==> src/rtl/pht_sat_table_pkg.sv <==
// ============================================================================
// Module      : pht_pkg
// Description : Shared types and saturating-counter helpers for pht_sat_table.
// Revision    : 1.0 - initial release
// ============================================================================
`default_nettype none

package pht_pkg;

    typedef enum logic [0:0] {
        ST_IDLE  = 1'b0,
        ST_FLUSH = 1'b1
    } pht_state_e;

    // Weakly not-taken: 2^(ctr_w-1) - 1.
    function automatic logic [3:0] pht_init(input int ctr_w);
        return 4'((1 << (ctr_w - 1)) - 1);
    endfunction

    function automatic logic [3:0] pht_sat_next(input logic [3:0] ctr,
                                                input logic       taken,
                                                input int         ctr_w);
        logic [3:0] sat_max;
        sat_max = 4'((1 << ctr_w) - 1);
        if (taken) begin
            return (ctr == sat_max) ? ctr : ctr + 4'd1;
        end
        return (ctr == 4'd0) ? ctr : ctr - 4'd1;
    endfunction

endpackage

`default_nettype wire

==> src/rtl/pht_sat_table_if.sv <==
// ============================================================================
// Module      : pht_sat_table_if
// Description : Lookup / update / flush signal bundle for pht_sat_table.
// Revision    : 1.0 - initial release
// ============================================================================
`default_nettype none

interface pht_sat_table_if #(
    parameter int IDX_W = 4,
    parameter int CTR_W = 2
);
    logic             pred_valid_i;
    logic [IDX_W-1:0] pred_idx_i;
    logic             pred_valid_o;
    logic             pred_taken_o;
    logic [CTR_W-1:0] pred_ctr_o;
    logic             upd_valid_i;
    logic [IDX_W-1:0] upd_idx_i;
    logic             upd_taken_i;
    logic             flush_i;
    logic             busy_o;

    modport slave (
        input  pred_valid_i, pred_idx_i, upd_valid_i, upd_idx_i, upd_taken_i, flush_i,
        output pred_valid_o, pred_taken_o, pred_ctr_o, busy_o
    );

    modport master (
        output pred_valid_i, pred_idx_i, upd_valid_i, upd_idx_i, upd_taken_i, flush_i,
        input  pred_valid_o, pred_taken_o, pred_ctr_o, busy_o
    );
endinterface

`default_nettype wire

==> src/rtl/pht_sat_ctr.sv <==
// ============================================================================
// Module      : pht_sat_ctr
// Description : One saturating counter; load-INIT has priority over update.
// Revision    : 1.0 - initial release
// ============================================================================
`default_nettype none

module pht_sat_ctr
    import pht_pkg::*;
#(
    parameter int CTR_W = 2
) (
    input  wire logic             clk,
    input  wire logic             reset,
    input  wire logic             we_i,
    input  wire logic             load_init_i,
    input  wire logic             taken_i,
    output logic      [CTR_W-1:0] ctr_o
);

    localparam logic [CTR_W-1:0] INIT = CTR_W'(pht_init(CTR_W));

    logic [CTR_W-1:0] ctr_q;
    logic [CTR_W-1:0] ctr_d;

    always_comb begin
        ctr_d = ctr_q;
        if (load_init_i) begin
            ctr_d = INIT;
        end else if (we_i) begin
            ctr_d = CTR_W'(pht_sat_next(4'(ctr_q), taken_i, CTR_W));
        end
    end

    always_ff @(posedge clk or posedge reset) begin
        if (reset) begin
            ctr_q <= INIT;
        end else begin
            ctr_q <= ctr_d;
        end
    end

    assign ctr_o = ctr_q;

endmodule

`default_nettype wire

==> src/rtl/pht_sat_table.sv <==
// ============================================================================
// Module      : pht_sat_table
// Description : Pattern history table of saturating counters with registered
//               lookup, update port and sequenced flush. Optional macro
//               PHT_BYPASS_EN forwards a same-cycle update to the lookup.
// Revision    : 1.0 - initial release
// ============================================================================
`default_nettype none

module pht_sat_table
    import pht_pkg::*;
#(
    parameter int ENTRIES = 16,
    parameter int CTR_W   = 2
) (
    input wire logic        clk,
    input wire logic        reset,
    pht_sat_table_if.slave  bus
);

    localparam int               IDX_W = $clog2(ENTRIES);
    localparam logic [CTR_W-1:0] INIT  = CTR_W'(pht_init(CTR_W));
    localparam logic [IDX_W-1:0] LAST  = IDX_W'(ENTRIES - 1);

    pht_state_e       state_q, state_d;
    logic [IDX_W-1:0] ptr_q, ptr_d;
    logic             pred_valid_q, pred_valid_d;
    logic [CTR_W-1:0] pred_ctr_q, pred_ctr_d;

    logic             flushing;
    logic             upd_accept;
    logic [CTR_W-1:0] ctr_arr [ENTRIES];
    logic [CTR_W-1:0] rd_raw;
    logic [CTR_W-1:0] lookup_val;

    assign flushing   = (state_q == ST_FLUSH);
    assign upd_accept = bus.upd_valid_i && (state_q == ST_IDLE);

    always_comb begin
        state_d = state_q;
        ptr_d   = ptr_q;
        case (state_q)
            ST_IDLE: begin
                if (bus.flush_i) begin
                    state_d = ST_FLUSH;
                    ptr_d   = '0;
                end
            end
            ST_FLUSH: begin
                ptr_d = ptr_q + 1'b1;
                if (ptr_q == LAST) begin
                    state_d = ST_IDLE;
                    ptr_d   = '0;
                end
            end
            default: begin
                state_d = ST_IDLE;
                ptr_d   = '0;
            end
        endcase
    end

    always_ff @(posedge clk or posedge reset) begin
        if (reset) begin
            state_q <= ST_IDLE;
            ptr_q   <= '0;
        end else begin
            state_q <= state_d;
            ptr_q   <= ptr_d;
        end
    end

    for (genvar i = 0; i < ENTRIES; i++) begin : g_ctr
        pht_sat_ctr #(
            .CTR_W (CTR_W)
        ) u_ctr (
            .clk         (clk),
            .reset       (reset),
            .we_i        (upd_accept && (bus.upd_idx_i == IDX_W'(i))),
            .load_init_i (flushing && (ptr_q == IDX_W'(i))),
            .taken_i     (bus.upd_taken_i),
            .ctr_o       (ctr_arr[i])
        );
    end

    assign rd_raw = ctr_arr[bus.pred_idx_i];

`ifdef PHT_BYPASS_EN
    logic [CTR_W-1:0] rd_fwd;
    assign rd_fwd = CTR_W'(pht_sat_next(4'(rd_raw), bus.upd_taken_i, CTR_W));

    always_comb begin
        lookup_val = rd_raw;
        if (upd_accept && (bus.upd_idx_i == bus.pred_idx_i)) begin
            lookup_val = rd_fwd;
        end
        if (flushing) begin
            lookup_val = INIT;
        end
    end
`else
    // Same-cycle update is not forwarded; the stored value is returned.
    always_comb begin
        lookup_val = rd_raw;
        if (flushing) begin
            lookup_val = INIT;
        end
    end
`endif

    always_comb begin
        pred_valid_d = bus.pred_valid_i;
        pred_ctr_d   = pred_ctr_q;
        if (bus.pred_valid_i) begin
            pred_ctr_d = lookup_val;
        end
    end

    always_ff @(posedge clk or posedge reset) begin
        if (reset) begin
            pred_valid_q <= 1'b0;
            pred_ctr_q   <= '0;
        end else begin
            pred_valid_q <= pred_valid_d;
            pred_ctr_q   <= pred_ctr_d;
        end
    end

    assign bus.pred_valid_o = pred_valid_q;
    assign bus.pred_ctr_o   = pred_ctr_q;
    assign bus.pred_taken_o = pred_ctr_q[CTR_W-1];
    assign bus.busy_o       = flushing;

endmodule

`default_nettype wire

==> src/flat_wrapper.sv <==
// flat-port wrapper written by rule: the top's interface ports become plain ports
module pht_sat_table_flat import pht_pkg::*;
#(
    parameter int ENTRIES = 16,
    parameter int CTR_W   = 2
)
  (clk, reset, bus_pred_valid_i, bus_pred_idx_i, bus_upd_valid_i, bus_upd_idx_i, bus_upd_taken_i, bus_flush_i, bus_pred_valid_o, bus_pred_taken_o, bus_pred_ctr_o, bus_busy_o);
  pht_sat_table_if #(.IDX_W(4), .CTR_W(CTR_W)) bus_i ();
  input wire logic clk;
  input wire logic reset;
  input wire logic [$bits(bus_i.pred_valid_i)-1:0] bus_pred_valid_i;
  input wire logic [$bits(bus_i.pred_idx_i)-1:0] bus_pred_idx_i;
  input wire logic [$bits(bus_i.upd_valid_i)-1:0] bus_upd_valid_i;
  input wire logic [$bits(bus_i.upd_idx_i)-1:0] bus_upd_idx_i;
  input wire logic [$bits(bus_i.upd_taken_i)-1:0] bus_upd_taken_i;
  input wire logic [$bits(bus_i.flush_i)-1:0] bus_flush_i;
  output wire logic [$bits(bus_i.pred_valid_o)-1:0] bus_pred_valid_o;
  output wire logic [$bits(bus_i.pred_taken_o)-1:0] bus_pred_taken_o;
  output wire logic [$bits(bus_i.pred_ctr_o)-1:0] bus_pred_ctr_o;
  output wire logic [$bits(bus_i.busy_o)-1:0] bus_busy_o;
  assign bus_i.pred_valid_i = bus_pred_valid_i;
  assign bus_i.pred_idx_i = bus_pred_idx_i;
  assign bus_i.upd_valid_i = bus_upd_valid_i;
  assign bus_i.upd_idx_i = bus_upd_idx_i;
  assign bus_i.upd_taken_i = bus_upd_taken_i;
  assign bus_i.flush_i = bus_flush_i;
  assign bus_pred_valid_o = bus_i.pred_valid_o;
  assign bus_pred_taken_o = bus_i.pred_taken_o;
  assign bus_pred_ctr_o = bus_i.pred_ctr_o;
  assign bus_busy_o = bus_i.busy_o;
  pht_sat_table #(.ENTRIES(ENTRIES), .CTR_W(CTR_W)) u_core (.clk(clk), .reset(reset), .bus(bus_i));
endmodule
==> config.mk <==
export PLATFORM = sky130hd
export DESIGN_NAME = pht_sat_table_flat
export DESIGN_NICKNAME = d
export VERILOG_FILES = /design/src/rtl/pht_sat_table_pkg.sv /design/src/rtl/pht_sat_table_if.sv /design/src/rtl/pht_sat_ctr.sv /design/src/rtl/pht_sat_table.sv /design/src/flat_wrapper.sv
export SDC_FILE = /design/constraint.sdc
export NUM_CORES = 1
export LEC_CHECK = 0
export ABC_AREA = 1
export CAP_MARGIN = 20
export CORE_ASPECT_RATIO = 1.1
export CORE_MARGIN = 2
export CORE_UTILIZATION = 55
export DETAILED_ROUTE_END_ITERATION = 12
export MAX_ROUTING_LAYER = met4
export PLACE_DENSITY_LB_ADDON = 0.12
export SETUP_SLACK_MARGIN = 0.3
export SLEW_MARGIN = 20
export SYNTH_ARGS = -nofsm -noshare
export SYNTH_HDL_FRONTEND = slang
export SYNTH_HIERARCHICAL = 1
export SYNTH_SLANG_ARGS = --single-unit
==> constraint.sdc <==
create_clock -name clk -period 2.7 [get_ports clk]
set_input_delay 0.405 -clock clk [delete_from_list [all_inputs] [get_ports clk]]
set_output_delay 0.405 -clock clk [all_outputs]
set_load 0.05 [all_outputs]
== After elaboration in Yosys (flattened, before gate mapping) ==
Cells that the tools add are included.

* Word-level logic and storage cells: 357
* Bits of input ports: 14
* Register bits after elaboration: 40

* Equality and inequality tests: 79
* Bitwise logic cells: 2
* Order comparisons: 1
* $add $sub $neg: 33
* Muxes and demuxes: 139
* Reductions and logical operators: 83

{| class="wikitable"
|+ Operator list
! kind !! number
|-
| $mux 2 || 99
|-
| $eq 4x4->1 const B || 16
|-
| $ne 4x4->1 const B || 16
|-
| $ne 3x3->1 const B || 16
|-
| $reduce_and 3->1 || 16
|-
| $mux 1 || 35
|-
| $logic_and 1x1->1 || 33
|-
| $add 2x1->2 const B || 16
|-
| $eq 2x2->1 const B || 16
|-
| $eq 4x3->1 const B || 8
|-
| $logic_not 2->1 || 16
|-
| $reduce_bool 2->1 || 16
|-
| $sub 2x1->2 const B || 16
|-
| $eq 4x2->1 const B || 4
|-
| $bmux 2 s4 || 1
|-
| $eq 4x1->1 const B || 2
|-
| $logic_not 4->1 || 2
|-
| $mux 4 || 2
|-
| $pmux 4 s2 || 1
|-
| $ge 5x5->1 const B || 1
|-
| $not 4->5 || 1
|-
| $add 4x1->4 const B || 1
|-
| $ne 2x2->1 const B || 1
|-
| $pmux 1 s2 || 1
|-
| $not 1->1 || 1
|}

== Logic depth before layout (Yosys ltp) ==
Gate-level depths: netlist of run 1.

* Word-level depth: 8
* Gate-level depth with buffers: 11
* Gate-level depth less buffers: 9

== Hierarchy ==
Netlist of run 1, hierarchy kept.

{| class="wikitable"
|+ Modules (own cells, without submodules)
! module !! instances !! cells each !! seq. area each (um^2) !! area an instance (um^2)
|-
| pht_sat_ctr || 16 || 17 || 51.3 || 125.1
|-
| pht_sat_table || 1 || 179 || 200.2 || 1007.2
|}

== Least setup slack after synthesis of run 1 ==
OpenSTA, ideal clock, no wires.

* Kind: register -> register
* Start: reg u_core.state_q (netlist: u_core/bus.busy_o)
* End: reg u_core.g_ctr[13].u_ctr.ctr_q[1]
* Library setup time: 0.077 ns
* Data required time: 2.623 ns
* Cell stages (with the launch flop): 7
* Data arrival time: 1.629 ns
* Slack: 0.994 ns
* Path through: dfrtp_1 buf_2 nor2_1 inv_2 nor3_1 o211ai_1 a21oi_1

* Cells in the longest elaborated chain, start to end: 5
* Elaborated cells on any way between the ends: 9
* Those cells by class: 2 x eq/ne; 1 x mux; 1 x bitwise; 5 x reduce/logical

{| class="wikitable"
|+ Ends and longest elaborated chain
! element !! RTL line !! RTL
|-
| start, declared || pht_sat_table.sv:25 || <nowiki>pht_state_e state_q, state_d;</nowiki>
|-
| start signal, assigned || pht_sat_table.sv:68 || <nowiki>state_q <= state_d;</nowiki>
|-
| $not 1->1 || pht_sat_table.sv:37 || <nowiki>assign upd_accept = bus.upd_valid_i && (state_q == ST_IDLE);</nowiki>
|-
| $logic_and 1x1->1 || pht_sat_table.sv:37 ||
|-
| $logic_and 1x1->1 || pht_sat_table.sv:79 || <nowiki>.we_i (upd_accept && (bus.upd_idx_i == IDX_W'(i))),</nowiki>
|-
| $reduce_bool 2->1 (no source line) || n/a ||
|-
| $reduce_and 3->1 (no source line) || n/a ||
|-
| end signal, assigned || pht_sat_ctr.sv:39 || <nowiki>ctr_q <= ctr_d;</nowiki>
|-
| end, declared || pht_sat_ctr.sv:23 || <nowiki>logic [CTR_W-1:0] ctr_q;</nowiki>
|}

Several ways; a longest one is shown, not always the timed one.
A chain may end at the register's enable or synchronous reset.

== Worst setup path after layout of run 1 ==
* Start: reg u_core.state_q (netlist: u_core/bus.busy_o)
* End: out bus_busy_o

{| class="wikitable"
|+ RTL lines
! element !! RTL line !! RTL
|-
| end, declared || flat_wrapper.sv:20 || <nowiki>output wire logic [$bits(bus_i.busy_o)-1:0] bus_busy_o;</nowiki>
|}

No word-level cell between the ends.

==> results of run 1 <==
synth_stat cells (2+ instances only):
cell type / number
buf_2: 2
buf_6: 2
o21ai_1: 4
inv_2: 18
nor2_1: 51
dfrtp_1: 24
a21oi_1: 17
inv_1: 68
nand2_1: 119
nand2_2: 7
nor3_1: 8
ha_1: 4
nand3_1: 54
nand3_2: 18
dfstp_2: 16
o211ai_1: 32
layout by cell type, fill, tap and decap left out:
cell             count
a21oi_1             17
buf_2                1
buf_4                3
clkbuf_1             2
clkbuf_8             6
clkdlybuf4s50_1     17
dfrtp_1             24
dfstp_2             16
ha_1                 4
inv_1               68
inv_2               18
inv_8                1
nand2_1            119
nand2_2              7
nand3_1             54
nand3_2             18
nor2_1              51
nor3_1               8
o211ai_1            32
o21ai_0              1
o21ai_1              4
o22ai_1              1
or2_2                1
xor2_1               1
area by class of cell:
class,instances,area (µm²),share of cell area [%]
repair buffers,21,197.7,5.935
well taps,75,93.84,2.817
multi-input cells,318,1594,47.86
inverters,87,334.1,10.03
clock buffers,8,90.09,2.705
flip-flops and latches,40,1021,30.65
flip-flops by register name (all words and copies together), names as in the netlist:
| register | cells |
|---|---|
| u_core/g_ctr.u_ctr/ctr_o | 32 |
| u_core/bus.pred_valid_o | 1 |
| u_core/bus.busy_o | 1 |
| u_core/bus.pred_ctr_o | 2 |
| u_core/ptr_q | 4 |
routing by layer:
metal	share of wire, %	GRT usage [%]	up-vias
met4	3.0	10.54	0
met2	48	45.04	81
li1	-	-	1488
met3	4.7	3.926	18
met5	0	-	-
met1	45	33.36	1364
cell families (layout without fill, tap and decap cells):
| group | after synthesis | in the layout | share of synthesized area, % |
|---|---|---|---|
| DFF | 40 | 40 | 33.93 |
| adders and majority gates | 4 | 4 | 1.663 |
| AOI/OAI and AO/OA | 55 | 55 | 11.85 |
| and+or+nand+nor | 258 | 258 | 39.17 |
| buffers and inverters | 93 | 116 | 13.10 |
| xor gates and xnor gates | 1 | 1 | 0.2911 |
power by group through the flow:
stage          Clock, µW  Sequential, µW  Combinational, µW
6_report             408            1080                831
5_1_grt              447            1120                963
4_1_cts              422            1080                830
3_5_place_dp           0            1090                826
3_3_place_gp           0            1090                809
2_1_floorplan          0            1040                598
metrics by stage:
stage          cells  utilization [%]  worst slack (ns)
6_report         549            62.55            0.6086
5_1_grt          549            62.55            0.5525
4_1_cts          549            62.55            0.5976
3_5_place_dp     541            60.86            0.5785
3_3_place_gp     541            60.86            0.6113
2_1_floorplan    451                -            0.9937
path summary, 6_finish.rpt:
kind	start	endpoint	cells after the start
max in group asynchronous	reset	u_core/g_ctr[15].u_ctr/ctr_o[0]	3
min in group asynchronous	reset	u_core/g_ctr[0].u_ctr/ctr_o[1]	2
min	u_core/g_ctr[9].u_ctr/ctr_o[0]	u_core/g_ctr[9].u_ctr/ctr_o[0]	2
max reg2reg	u_core/bus.busy_o	u_core/g_ctr[15].u_ctr/ctr_o[1]	5
min reg2reg	u_core/g_ctr[9].u_ctr/ctr_o[0]	u_core/g_ctr[9].u_ctr/ctr_o[0]	2
max	u_core/bus.busy_o	bus_busy_o	1
==> run metrics, run 1 <==
status=finished clean; GRT Total Usage=27.18%; Yosys reg bits=40; Synth Cell Area=3009 µm²; DR vias/cell=5.375; ANT cells=0; power per cell area=697.5 nW/µm²; ys flop type=dfrtp_1; critical path startpoint category=flop; Netlist cell types=23; maximum fanout along the worst path=11; Die X=74.53 µm; Iter 0 DRT Violations=199; final clock skew=0.007039 ns; row cnt=28; grt ovf=0; asr flop ratio synth=100.0%; Crit. End Element=primary output; core area=5325 µm²; Post-synth EDFFs=0; full die area=6080 µm²; Hold Fails Final Rpt=0; Arr. time, crit path=1.69 ns; port bufs=18; combinational share of power=35.8%; fillers=514; Slowest cell on crit path=clkdlybuf4s50_1; Sequential Power Share=46.6%; Clock power frac=17.6%; synth top area cells=dfrtp_1, nand2_1, dfstp_2, nand3_1, inv_1; Post-CTS Repair Setup Buffers=0; sw frac=43.32%; post-synth top area share=19.96%; clock sink count=40; unrepaired setup endpoints after global routing=false; crit-path cells=clkdlybuf4s50_1; Pwr Total=2323 µW; Req. time, crit path=2.30 ns; clk buf depth=2; root buffer cell=clkbuf_8; part of the Yosys area used for sequential elements=33.93%; RD Place Congestion=0.8864; global-route wire length before repair=12500 µm; critical path's top delay family=buffers and inverters; Peak Freq=0.4782 GHz; Synth area leader=dfrtp_1; Slew @ Worst Pin=0.7214 ns; critical path type=flop to primary output; buffer and inverter count on the worst path=1; Post-Syn Nets=469; drt wl/cell=12.96 µm; max-slew violations=0; final wirelength=7117 µm; post-route DRC violation count=0; Min Hold Slack=0.5274 ns; leakage power=0.001605 µW; antenna violations before repair=0; Net Sw Power=1006 µW; IO Pins=19; Mean Syn Cell Area=6.672 µm²; post-CTS resize count=0; worst-skew pair later-pin latency=0.29 ns; Post-Layout Inst Area=3331 µm²; largest net degree at the start of global routing=25; Inserted Clock Buffers=5; synth warn=6; Worst IR Drop VDD=0.0004721 V; Internal=1317 µW; Max Cap Viol=0; hpwl dp=5495 µm; setup violators final=0; Die Span Y=81.58 µm; slew margin rel.=51.75%; number of global-route vias before repair=2873; hold_buf cts=0; path type of the worst min-delay path=flop to flop; CP max stage delay=0.87 ns; share of layout cells above drive strength 1=14.98%; clk slew on worst S/H paths=0.07 ns; vias=2951; Starting Density=56.51%; Post-layout nets=491; crit share post-route=77.46%; area delta synth->final=10.69%; Gate Count Post-Synth=451; H-tree Lvls=2; final setup TNS=0 ns; CTS tree=yes; DR pass1 iterations=5; Final ANT Viol Nets=0; Reg2Reg Setup Slack=0.98 ns; Min Clock Period, post-route=2.091 ns; placed cell area=3241 µm²
Note: power is estimated with default switching activity, not from simulation.
==> inputs of run 2 (changes only) <==
--- a/config.mk
+++ b/config.mk
@@ -9,7 +9,7 @@
 export CAP_MARGIN = 20
 export CORE_ASPECT_RATIO = 1.1
 export CORE_MARGIN = 2
-export CORE_UTILIZATION = 55
+export CORE_UTILIZATION = 54
 export DETAILED_ROUTE_END_ITERATION = 12
 export MAX_ROUTING_LAYER = met4
 export PLACE_DENSITY_LB_ADDON = 0.12
==> constraint.sdc (replaced) <==
create_clock -name clk -period 1.9 [get_ports clk]
set_input_delay 0.285 -clock clk [delete_from_list [all_inputs] [get_ports clk]]
set_output_delay 0.285 -clock clk [all_outputs]
set_load 0.05 [all_outputs]
==> run 2 against run 1 <==
Clock power increased by 45%. Setup slack got worse by 0.19 ns. Total power increased by 43%. Cell area increased by 3.1%. Critical path type unchanged. Largest cell class unchanged. Largest power group unchanged.
==> run metrics, run 2 (synthesized netlist as in run 1, its figures left out) <==
status=finished clean; Largest register FFs=32 (unchanged); port bufs=18 (unchanged); placed cell area=3317 µm² (+2.4%); Min Hold Slack=0.4792 ns (-0.04813 ns); dpl cells=545 (+0.74%); critical path's top delay family=buffers and inverters; clk slew on worst S/H paths=0.08 ns (about the same); path type of the worst min-delay path=input port to flop; maximum fanout along the worst path=3 (-8); combinational share of power=36.1% (+0.3 points); Post-layout nets=495 (+0.81%); Peak Freq=0.6746 GHz; Hold Fails Final Rpt=0 (unchanged); antenna violations before repair=0 (unchanged); largest net degree at the start of global routing=65 (+160%); GRT Total Usage=26.44% (-0.73 points); Min Clock Period, post-route=1.482 ns; post-CTS resize count=6 (+6); critical path startpoint category=flop; max-slew violations=0 (unchanged); Arr. time, crit path=1.20 ns (-0.49 ns); post-route DRC violation count=0 (unchanged); final wirelength=7201 µm (+1.2%); worst-skew pair later-pin latency=0.29 ns (about the same); Clock power frac=17.9% (+0.3 points); Post-CTS Repair Setup Buffers=0 (unchanged); Final Util=63.66% (+1.1 points); Worst IR Drop VDD=0.0006228 V (+32%); drt wl/cell=13.02 µm (+0.45%); full die area=6187 µm² (+1.8%); Sequential Power Share=46.0% (-0.6 points); DR pass1 iterations=5 (unchanged); final setup TNS=0 ns (unchanged); unrepaired setup endpoints after global routing=true; root buffer cell=clkbuf_8; CP max stage delay=0.53 ns (-0.34 ns); fillers=512 (-0.39%); core area=5395 µm² (+1.3%); Max Cap Viol=0 (unchanged); sw frac=43.61% (+0.29 points); global-route wire length before repair=12210 µm (-2.3%); Slowest cell on crit path=dlygate4sd2_1; DR vias/cell=5.306 (-1.3%); buffer and inverter count on the worst path=1 (unchanged); M1 GR Usage=34.30% (+0.94 points); Final ANT Viol Nets=0 (unchanged); Net Sw Power=1447 µW (+44%); Internal=1871 µW (+42%); row cnt=28 (unchanged); Post-Layout Inst Area=3435 µm² (+3.1%); Req. time, crit path=1.62 ns (-0.68 ns); clk buf depth=2 (unchanged); hpwl dp=5302 µm (-3.5%); crit share post-route=78.02%; Crit. End Element=primary output; commonest non-fill, non-tap cells in the layout=nand2_1, inv_1, nand3_1; Die X=75.18 µm (+0.87%); final clock skew=0.004206 ns (-0.002833 ns); Iter 0 DRT Violations=271 (+36%); Starting Density=55.77% (-0.73 points); H-tree Lvls=2 (unchanged); number of global-route vias before repair=2665 (-7.2%); leakage power=0.001655 µW (+3.1%); Inserted Clock Buffers=5 (unchanged); setup violators final=0 (unchanged); RD Place Congestion=0.9151 (+3.2%); Non-Filler Instances=553 (+0.73%); ANT cells=0 (unchanged); crit-path cells=dlygate4sd2_1; Die Span Y=82.30 µm (+0.88%); CTS tree=yes; power per cell area=966.2 nW/µm² (+39%); vias=2934 (-0.58%); critical path type=flop to primary output; GR met2 Demand/Resource=43.33% (-1.7 points); busiest layer in global routing=met2; IO Pins=19 (unchanged); grt ovf=0 (unchanged); slew margin rel.=67.09% (+15 points); area delta synth->final=14.14%; commonest non-fill, non-tap cell in the layout=nand2_1; hold_buf cts=0 (unchanged); Slew @ Worst Pin=0.4957 ns (-0.2258 ns); share of layout cells above drive strength 1=18.20% (+3.2 points); clock sink count=40 (unchanged); met3 Track Usage GR=4.369% (+0.44 points)
-- run 2: final cells by class --
| type | instances | area, µm² | area share [%] |
|---|---|---|---|
| inverters | 87 | 334.1 | 9.727 |
| multi-input cells | 318 | 1634 | 47.58 |
| flip-flops and latches | 40 | 1022 | 29.76 |
| clock buffers | 6 | 82.58 | 2.404 |
| clock inverters | 2 | 10.01 | 0.2914 |
| well taps | 75 | 93.84 | 2.732 |
| repair buffers | 25 | 257.7 | 7.505 |
-- run 2: through the flow --
step	worst slack (ns)	total power [µW]
after floorplan	0.3097	2333
after global placement	0.03277	2693
after detailed placement	-0.03956	2720
after CTS	0.2961	3319
after global routing	0.2911	3590
final	0.4176	3318
-- run 2: path summary, 6_finish.rpt --
check                      slack (ns)                              end                      from  cells past startpoint
hold reg to reg                  0.51         u_core/bus.pred_ctr_o[1]  u_core/bus.pred_ctr_o[1]                      2
setup reg to reg                 0.43   u_core/g_ctr[1].u_ctr/ctr_o[1]         u_core/bus.busy_o                      5
min in group asynchronous        0.49  u_core/g_ctr[13].u_ctr/ctr_o[1]                     reset                      2
hold / removal                   0.48          u_core/bus.pred_valid_o          bus_pred_valid_i                      1
max in group asynchronous        0.98  u_core/g_ctr[12].u_ctr/ctr_o[0]                     reset                      3
setup / recovery                 0.42                 bus_pred_taken_o  u_core/bus.pred_ctr_o[1]                      1
-- run 2: routing by layer --
layer / part of all wire [%] / wire (µm)
met5: 0 / 0
met4: 1.3 / 96
met3: 5.7 / 414
met2: 48 / 3468
met1: 45 / 3222
-- run 2: power groups by stage --
| stage | sequential (µW) | combinational, µW | clock (µW) |
|---|---|---|---|
| global route | 1580 | 1360 | 651 |
| detailed placement | 1530 | 1190 | 0 |
| finish | 1530 | 1200 | 593 |
| CTS | 1520 | 1190 | 615 |
| global placement | 1530 | 1170 | 0 |
| floorplan | 1480 | 853 | 0 |
==> inputs of run 3 (changes only) <==
--- a/config.mk
+++ b/config.mk
@@ -9,7 +9,7 @@
 export CAP_MARGIN = 20
 export CORE_ASPECT_RATIO = 1.1
 export CORE_MARGIN = 2
-export CORE_UTILIZATION = 54
+export CORE_UTILIZATION = 55
 export DETAILED_ROUTE_END_ITERATION = 12
 export MAX_ROUTING_LAYER = met4
 export PLACE_DENSITY_LB_ADDON = 0.12
==> constraint.sdc (replaced) <==
create_clock -name clk -period 1.5 [get_ports clk]
set_input_delay 0.225 -clock clk [delete_from_list [all_inputs] [get_ports clk]]
set_output_delay 0.225 -clock clk [all_outputs]
set_load 0.05 [all_outputs]
==> run 3 against run 2 <==
Clock power is 51% higher. Cell count is 4.0% higher. Combinational power is 63% higher. Sequential power is 23% higher. Total power is 43% higher. Non-clock buffer count is 22 higher. Critical endpoint is now u_core/g_ctr[1].u_ctr/ctr_o[1]. Flip-flop and latch count stayed put.
==> run metrics, run 3 (synthesized netlist as in run 1, its figures left out) <==
full die area=6080 µm² (-1.7%); ANT cells=0 (unchanged); crit share post-route=95.05%; slew margin rel.=79.88% (+13 points); commonest non-fill, non-tap cell in the layout=nand2_1; power per cell area=1217 nW/µm² (+26%); share of layout cells above drive strength 1=29.40% (+11 points); Max Cap Viol=0 (unchanged); placed cell area=3497 µm² (+5.4%); grt ovf=0 (unchanged); RD Place Congestion=0.9492 (+3.7%); Starting Density=56.51% (+0.73 points); Die X=74.53 µm (-0.86%); path type of the worst min-delay path=input port to asynchronous set/reset pin; vias=3037 (+3.5%); Largest register FFs=32 (unchanged); drt wl/cell=13.44 µm (+3.2%); Crit. Startpoint=u_core/bus.busy_o; Peak Freq=0.7014 GHz; largest net degree at the start of global routing=61 (-6.2%); Final Util=73.03% (+9.4 points); worst-skew pair later-pin latency=0.30 ns (about the same); number of global-route vias before repair=2660 (-0.19%); setup violators final=0 (unchanged); Crit. End Element=flop; Final ANT Viol Nets=0 (unchanged); R2R depth=5 (unchanged); post-route DRC violation count=0 (unchanged); Inserted Clock Buffers=5 (unchanged); final wirelength=7730 µm (+7.3%); leakage power=0.001851 µW (+12%); unrepaired setup endpoints after global routing=true; H-tree Lvls=2 (unchanged); Iter 0 DRT Violations=191 (-30%); port bufs=18 (unchanged); critical path startpoint category=flop; Arr. time, crit path=1.66 ns (+0.46 ns); maximum fanout along the worst path=4 (+1); Post-layout nets=517 (+4.4%); GRT Total Usage=26.85% (+0.41 points); max-slew violations=0 (unchanged); Worst R2R Start=u_core/bus.busy_o; clock sink count=40 (unchanged); hpwl dp=5405 µm (+1.9%); Worst IR Drop VDD=0.0008819 V (+42%); Die Span Y=81.58 µm (-0.87%); DR pass1 iterations=4 (-1); antenna violations before repair=0 (unchanged); clk buf depth=2 (unchanged); DR vias/cell=5.282 (-0.45%); Post-Layout Inst Area=3889 µm² (+13%); Min Clock Period, post-route=1.426 ns; critical path type=flop to flop; commonest non-fill, non-tap cells in the layout=nand2_1, inv_1, nand3_1; status=finished clean; root buffer cell=clkbuf_8; row cnt=28 (unchanged); CTS tree=yes; final clock skew=0.006530 ns (+0.002324 ns); core area=5325 µm² (-1.3%); Hold Fails Final Rpt=0 (unchanged); Req. time, crit path=1.73 ns (+0.11 ns); Slew @ Worst Pin=0.3019 ns (-0.1938 ns); clk slew on worst S/H paths=0.08 ns (about the same); IO Pins=19 (unchanged); global-route wire length before repair=12000 µm (-1.8%); area delta synth->final=29.23%
[run 3: cell count changes in the layout (fill, tap and decap cells not counted), moves of 5 or more]
| cell | change |
|---|---|
| nor2_1 | -9 |
| nand3_1 | -9 |
| nor3_4 | +8 |
| nor3_2 | -5 |
| nand3_2 | +7 |
| nand2_1 | -7 |
| buf_4 | +22 |
| nor2_4 | +8 |
| nand2_2 | +7 |
[run 3: layer usage]
layer / part of all wire, % / wire, µm / up-vias / track usage (%)
met5: 0 / 0 / - / -
met4: 2.8 / 218 / 0 / 12.86
met3: 3.8 / 297 / 17 / 3.804
met2: 50 / 3876 / 61 / 44.07
met1: 43 / 3336 / 1411 / 32.43
li1: - / - / 1548 / -
[run 3: what timing repair did]
action	in CTS	in global routing
pin swaps	9	9
hold buffers	0	0
setup endpoints to repair	35	37
resized for setup	19	17
cloned	1	0
setup buffers	1	14
[run 3: critical path, cell delays in order (launching register included)]
cell and delay, ns:
dfrtp_2 0.42, nor2_4 0.22, nand3_4 0.19, nor2_4 0.20, o211ai_1 0.15, a21oi_2 0.17
[run 3: worst paths after layout]
path / to / slack (ns)
max: u_core/g_ctr[1].u_ctr/ctr_o[1] / 0.07
min: u_core/g_ctr[15].u_ctr/ctr_o[1] / 0.21
max reg2reg: u_core/g_ctr[1].u_ctr/ctr_o[1] / 0.07
min reg2reg: u_core/g_ctr[5].u_ctr/ctr_o[0] / 0.51
max in group asynchronous: u_core/g_ctr[8].u_ctr/ctr_o[0] / 0.89
min in group clk: u_core/g_ctr[11].u_ctr/ctr_o[0] / 0.30
[run 3: cell type report]
| class | instances | area [µm²] |
|---|---|---|
| timing repair buffer | 47 | 476.7 |
| inverter | 87 | 336.6 |
| clock buffer | 5 | 68.82 |
| tap | 75 | 93.84 |
| multi-input combinational | 318 | 1846 |
| clock inverter | 3 | 42.54 |
| fill | 421 | 1436 |
| sequential | 40 | 1025 |
[run 3: report_power, final]
group,leakage (µW),internal (µW),switching (µW)
Sequential,0.000479,1480,406
Combinational,0.00132,773,1180
Clock,0.0000541,492,402
[run 3: stage by stage]
stage	instances	total power (µW)	hold slack (ns)	setup TNS, ns	setup slack, ns
after floorplan	451	3018	-0.03454	0	0.1171
after global placement	551	3503	0.5149	-3.302	-0.1462
after detailed placement	551	3543	0.5181	-3.910	-0.1683
after CTS	561	4489	0.2164	0	0.1785
after global routing	575	5052	0.2207	0	0.05995
final	575	4733	0.2139	0	0.07420
